--- src/rtl/pipeline_hazard_ctrl.sv ---
// pipeline_hazard_ctrl: load-use / branch / divide hazard controller for the
// five-stage RV32IM pipeline. Drives stall, flush and bubble controls of the
// PC, IF/ID, ID/EX and EX/MEM registers.
// Optional performance counters are built when HAZARD_PERF_CNT_EN is defined;
// otherwise STALL_CNT and FLUSH_CNT are tied to zero.
module pipeline_hazard_ctrl #(
   parameter int unsigned DIV_TIMEOUT = 64,
   parameter int unsigned CNT_W       = 32
) (
   input  logic             CLK,
   input  logic             RST,
   input  logic [4:0]       ID_RS1,
   input  logic [4:0]       ID_RS2,
   input  logic             ID_USES_RS1,
   input  logic             ID_USES_RS2,
   input  logic [4:0]       EX_RD,
   input  logic             EX_MEM_READ,
   input  logic             EX_WRITE_ENABLE,
   input  logic             EX_BRANCH_TAKEN,
   input  logic             EX_DIV_START,
   input  logic             EX_DIV_DONE,
   output logic             PC_STALL,
   output logic             IF_ID_STALL,
   output logic             IF_ID_FLUSH,
   output logic             ID_EX_STALL,
   output logic             ID_EX_FLUSH,
   output logic             EX_MEM_BUBBLE,
   output logic             DIV_ERR,
   output logic [CNT_W-1:0] STALL_CNT,
   output logic [CNT_W-1:0] FLUSH_CNT
);

   typedef enum logic [1:0] {RUN, LU_STALL, DIV_WAIT} state_t;

   localparam logic [7:0] DIV_LAST = 8'(DIV_TIMEOUT - 1);

   state_t     state_q, state_d;
   logic [7:0] div_cnt_q, div_cnt_d;
   logic       div_err_q, div_err_d;
   logic       load_use;

   assign load_use = EX_MEM_READ && EX_WRITE_ENABLE && (EX_RD != 5'd0) &&
                     ((ID_USES_RS1 && (ID_RS1 == EX_RD)) ||
                      (ID_USES_RS2 && (ID_RS2 == EX_RD)));

   // State, divide counter and sticky error flag registers.
   always_ff @(posedge CLK) begin
      if (!RST) begin
         state_q   <= RUN;
         div_cnt_q <= '0;
         div_err_q <= 1'b0;
      end else begin
         state_q   <= state_d;
         div_cnt_q <= div_cnt_d;
         div_err_q <= div_err_d;
      end
   end

   // Next-state and Mealy control outputs; everything released during reset.
   always_comb begin
      state_d       = state_q;
      div_cnt_d     = div_cnt_q;
      div_err_d     = div_err_q;
      PC_STALL      = 1'b0;
      IF_ID_STALL   = 1'b0;
      IF_ID_FLUSH   = 1'b0;
      ID_EX_STALL   = 1'b0;
      ID_EX_FLUSH   = 1'b0;
      EX_MEM_BUBBLE = 1'b0;
      if (RST) begin
         unique case (state_q)
            RUN: begin
               if (EX_BRANCH_TAKEN) begin
                  IF_ID_FLUSH = 1'b1;
                  ID_EX_FLUSH = 1'b1;
               end else if (EX_DIV_START && !EX_DIV_DONE) begin
                  PC_STALL      = 1'b1;
                  IF_ID_STALL   = 1'b1;
                  ID_EX_STALL   = 1'b1;
                  EX_MEM_BUBBLE = 1'b1;
                  div_cnt_d     = '0;
                  state_d       = DIV_WAIT;
               end else if (load_use) begin
                  PC_STALL    = 1'b1;
                  IF_ID_STALL = 1'b1;
                  ID_EX_FLUSH = 1'b1;
                  state_d     = LU_STALL;
               end
            end
            LU_STALL: begin
               // Load-use detection is masked here so the penalty is one cycle.
               if (EX_BRANCH_TAKEN) begin
                  IF_ID_FLUSH = 1'b1;
                  ID_EX_FLUSH = 1'b1;
               end
               state_d = RUN;
            end
            DIV_WAIT: begin
               if (EX_DIV_DONE) begin
                  state_d = RUN;
               end else if (div_cnt_q == DIV_LAST) begin
                  div_err_d = 1'b1;
                  state_d   = RUN;
               end else begin
                  PC_STALL      = 1'b1;
                  IF_ID_STALL   = 1'b1;
                  ID_EX_STALL   = 1'b1;
                  EX_MEM_BUBBLE = 1'b1;
                  div_cnt_d     = div_cnt_q + 8'd1;
               end
            end
            default: state_d = RUN;
         endcase
      end
   end

   assign DIV_ERR = div_err_q;

`ifdef HAZARD_PERF_CNT_EN
   logic [CNT_W-1:0] stall_cnt_q, stall_cnt_d;
   logic [CNT_W-1:0] flush_cnt_q, flush_cnt_d;

   // Saturating next values for the stall-cycle and flush-event counters.
   always_comb begin
      stall_cnt_d = stall_cnt_q;
      flush_cnt_d = flush_cnt_q;
      if (PC_STALL && (stall_cnt_q != '1)) stall_cnt_d = stall_cnt_q + CNT_W'(1);
      if (IF_ID_FLUSH && (flush_cnt_q != '1)) flush_cnt_d = flush_cnt_q + CNT_W'(1);
   end

   // Performance counter registers.
   always_ff @(posedge CLK) begin
      if (!RST) begin
         stall_cnt_q <= '0;
         flush_cnt_q <= '0;
      end else begin
         stall_cnt_q <= stall_cnt_d;
         flush_cnt_q <= flush_cnt_d;
      end
   end

   assign STALL_CNT = stall_cnt_q;
   assign FLUSH_CNT = flush_cnt_q;
`else
   assign STALL_CNT = '0;
   assign FLUSH_CNT = '0;
`endif

endmodule

--- config.mk ---
export PLATFORM = sky130hd
export DESIGN_NAME = pipeline_hazard_ctrl
export DESIGN_NICKNAME = d
export VERILOG_FILES = /design/src/rtl/pipeline_hazard_ctrl.sv
export SDC_FILE = /design/constraint.sdc
export NUM_CORES = 1
export LEC_CHECK = 0
export BUFFER_PORTS_ARGS = -buffer_cell sky130_fd_sc_hd__buf_2
export CORE_MARGIN = 2
export CORE_UTILIZATION = 42
export DETAILED_ROUTE_END_ITERATION = 16
export MAX_ROUTING_LAYER = met4
export PLACE_DENSITY = 0.9
export SYNTH_ARGS = -nofsm -noshare
export SYNTH_HDL_FRONTEND = slang
export SYNTH_SLANG_ARGS = --single-unit
--- constraint.sdc ---
create_clock -name CLK -period 4.8 [get_ports CLK]
set_input_delay 0.72 -clock CLK [delete_from_list [all_inputs] [get_ports CLK]]
set_output_delay 0.72 -clock CLK [all_outputs]
set_load 0.005 [all_outputs]
==> impl_metrics.env <==
export IMPL_cell_internal_pwr_mw=0.140
export IMPL_io_buffers=30
export IMPL_clk_latency_ns=0.27
export IMPL_placedCellCount=203
export IMPL_tns_ns=0
export IMPL_cts_tree="built"
export IMPL_place_congestion=0.731
export IMPL_core_area_um2=2710
export IMPL_synthMuxAreaShare_pct=0.843
export IMPL_antenna_left=0
export IMPL_yosysWarnings=0
export IMPL_viasPerCell=4.27
export IMPL_firstDrtPassIters=4
export IMPL_synthToLayoutAreaGrowth_pct=-4.11
export IMPL_start_util_pct=43.8
export IMPL_max_cap_violations=0
export IMPL_track_usage_pct=12.0
export IMPL_fmax_mhz=346
export IMPL_io_pins=95
export IMPL_swShare_pct=30.0
export IMPL_die_x_um=57.2
export IMPL_period_needed_ns=2.89
export IMPL_synthFlopType="dfxtp_1"
export IMPL_synth_top_area_share_pct=41.7
export IMPL_cts_buffers=3
export IMPL_synth_area_leaders="buf_4 (42%), dfxtp_1 (19%), xor2_1 (7.4%)"
export IMPL_clockBufferDepth=2
export IMPL_synth_compound_gate_area_share_pct=12.2
export IMPL_grt_first_pass_wirelength_um=2900
export IMPL_synth_area_per_cell_um2=8.13
export IMPL_min_period_over_period_pct=60.2
export IMPL_worst_endpoint_required_ns=4.08
export IMPL_switchingPower_mw=0.0598
export IMPL_cts_root_buffer="clkbuf_4"
export IMPL_antenna_found_initial=0
export IMPL_vias=883
export IMPL_outcome="finished, final reports clean"
export IMPL_async_flop_share_pct=0
export IMPL_power_frac_clock_pct=32.1
export IMPL_clk_pin_slew_worst_paths_ns=0.07
export IMPL_design_area_um2=1140
export IMPL_wl_per_cell_um=9.30
export IMPL_final_cells=207
export IMPL_die_h_um=57.2
export IMPL_nNetsFinal=202
export IMPL_initialDrtViolationCount=31
export IMPL_yosys_cell_count_top_type="buf_4"
export IMPL_total_leakage_power_nw=0.574
export IMPL_pwr_share_seq_pct=46.3
export IMPL_synth_seq_area_share_pct=18.5
export IMPL_grt_overflow_total=0
export IMPL_ctsResizeCount=0
export IMPL_skew_ns=0.000824
export IMPL_dieArea_um2=3270
export IMPL_dr_wl_met3_um=214
export IMPL_total_power_mw=0.200
export IMPL_maxSlewViolCount=0
export IMPL_start_kind="input port"
export IMPL_synth_seq_cells=11
export IMPL_finalWirelength_um=1930
export IMPL_wl_met2_um=957
export IMPL_netlist_top_cells_count="buf_4 (66), dfxtp_1 (11), xor2_1 (10)"
export IMPL_cts_max_level=1
export IMPL_ys_types=33
export IMPL_yosys_area_share_xor_xnor_pct=8.85
export IMPL_drive_above_1_share_pct=19.9
export IMPL_ir_drop_mv=0.0864
export IMPL_rows=19
export IMPL_critPathKind="in -> out"
export IMPL_clock_sinks=11
export IMPL_ctsHoldBuffers=0
export IMPL_synth_top_area_cell="buf_4"
export IMPL_synth_top_family_by_area="buffers and inverters"
export IMPL_cp_max_fo=4
export IMPL_powerDensity_nw_per_um2=175
export IMPL_grt_max_degree=14
export IMPL_hold_path_class="reg -> reg"
export IMPL_comb_power_share_pct=21.6
export IMPL_finalSetupViolCount=0
export IMPL_num_antenna_cells=0
export IMPL_dp_hpwl_um=1530
export IMPL_cp_end_kind="output pin"
export IMPL_syn_cell_area_um2=1190
export IMPL_postCtsSetupBuffers=0
export IMPL_synth_simple_gate_area_share_pct=15.4
export IMPL_rsz0062_at_grt="no"
export IMPL_top_layer="met4"
export IMPL_arrival_ns=2.17
export IMPL_drc_errors=0
export IMPL_final_hold_viol_count=0
export IMPL_placed_cell_area_um2=1110
export IMPL_syn_inst=146
export IMPL_grt_pass1_vias=692
export IMPL_synth_fa_ha_area_share_pct=1.05
export IMPL_synth_edff_count=0
export IMPL_wl_met1_um=724
cell type report:
type	count	area, µm²
flip-flops and latches	11	220
clock buffers	4	26.3
inverters	2	7.51
multi-input cells	129	696
well taps	31	38.8
fillers	263	1570
repair buffers	30	150
metrics by stage:
step           hold WS, ns  util (%)  setup WS (ns)
2_1_floorplan        0.448         -           2.21
3_3_place_gp         0.463      41.0           2.06
3_5_place_dp         0.473      41.0           1.94
4_1_cts              0.484      42.0           1.91
5_1_grt              0.499      42.0           1.80
6_report             0.483      42.0           1.91
state kept, by name (all words and copies together) (netlist names):
signal / flops
DIV_ERR: 1
div_cnt_q: 8
state_q: 2
kinds of logic (layout without fill, tap and decap cells):
| kind of cell | after synthesis | in the layout |
|---|---|---|
| AO/OA/AOI/OAI | 21 | 21 |
| XOR/XNOR | 12 | 12 |
| adder cells (fa/ha/maj) | 1 | 1 |
| buffers and inverters | 69 | 36 |
| flip-flops | 11 | 11 |
| multiplexers | 1 | 1 |
| other | 1 | 64 |
| AND/OR/NAND/NOR | 30 | 30 |
final timing paths:
check	start	to	slack, ns	cells after the start
max	EX_DIV_DONE	PC_STALL	1.91	6
min	div_cnt_q[7]	div_cnt_q[7]	0.48	2
max reg2reg	div_cnt_q[0]	div_cnt_q[5]	3.14	5
min reg2reg	div_cnt_q[7]	div_cnt_q[7]	0.48	2
worst max-delay path, stage by stage:
cell and delay, ns:
buf_2 0.12, nor4b_1 0.36, nand2_1 0.18, a211oi_1 0.43, o21bai_1 0.20, buf_2 0.15
placed cells by master (no fill, tap or decap), drive strengths merged:
| cell | count |
|---|---|
| a211oi | 3 |
| a21boi | 1 |
| a21oi | 5 |
| a32oi | 1 |
| and2 | 1 |
| and3 | 2 |
| buf | 30 |
| clkbuf | 4 |
| conb | 64 |
| dfxtp | 11 |
| ha | 1 |
| inv | 2 |
| mux2i | 1 |
| nand2 | 3 |
| nand2b | 1 |
| nand3 | 4 |
| nand4 | 2 |
| nand4bb | 1 |
| nor2 | 6 |
| nor3 | 1 |
| nor3b | 1 |
| nor4 | 2 |
| nor4b | 1 |
| o2111ai | 2 |
| o211ai | 1 |
| o21ai | 3 |
| o21bai | 2 |
| o31ai | 3 |
| or3 | 2 |
| or4 | 3 |
| xnor2 | 2 |
| xor2 | 10 |
layer usage:
layer | track usage (%) | up-vias
met5 | - | -
met4 | 6.98 | 0
met3 | 3.63 | 3
met2 | 18.1 | 62
met1 | 14.0 | 389
li1 | - | 429
power groups by stage:
stage | sequential [mW] | clock, mW | combinational (mW)
3_5_place_dp | 0.0945 | 0 | 0.0420
2_1_floorplan | 0.0944 | 0 | 0.0640
3_3_place_gp | 0.0945 | 0 | 0.0414
5_1_grt | 0.0924 | 0.0682 | 0.0496
4_1_cts | 0.0923 | 0.0655 | 0.0423
6_report | 0.0924 | 0.0641 | 0.0431
Note: power is estimated with default switching activity, not from simulation.
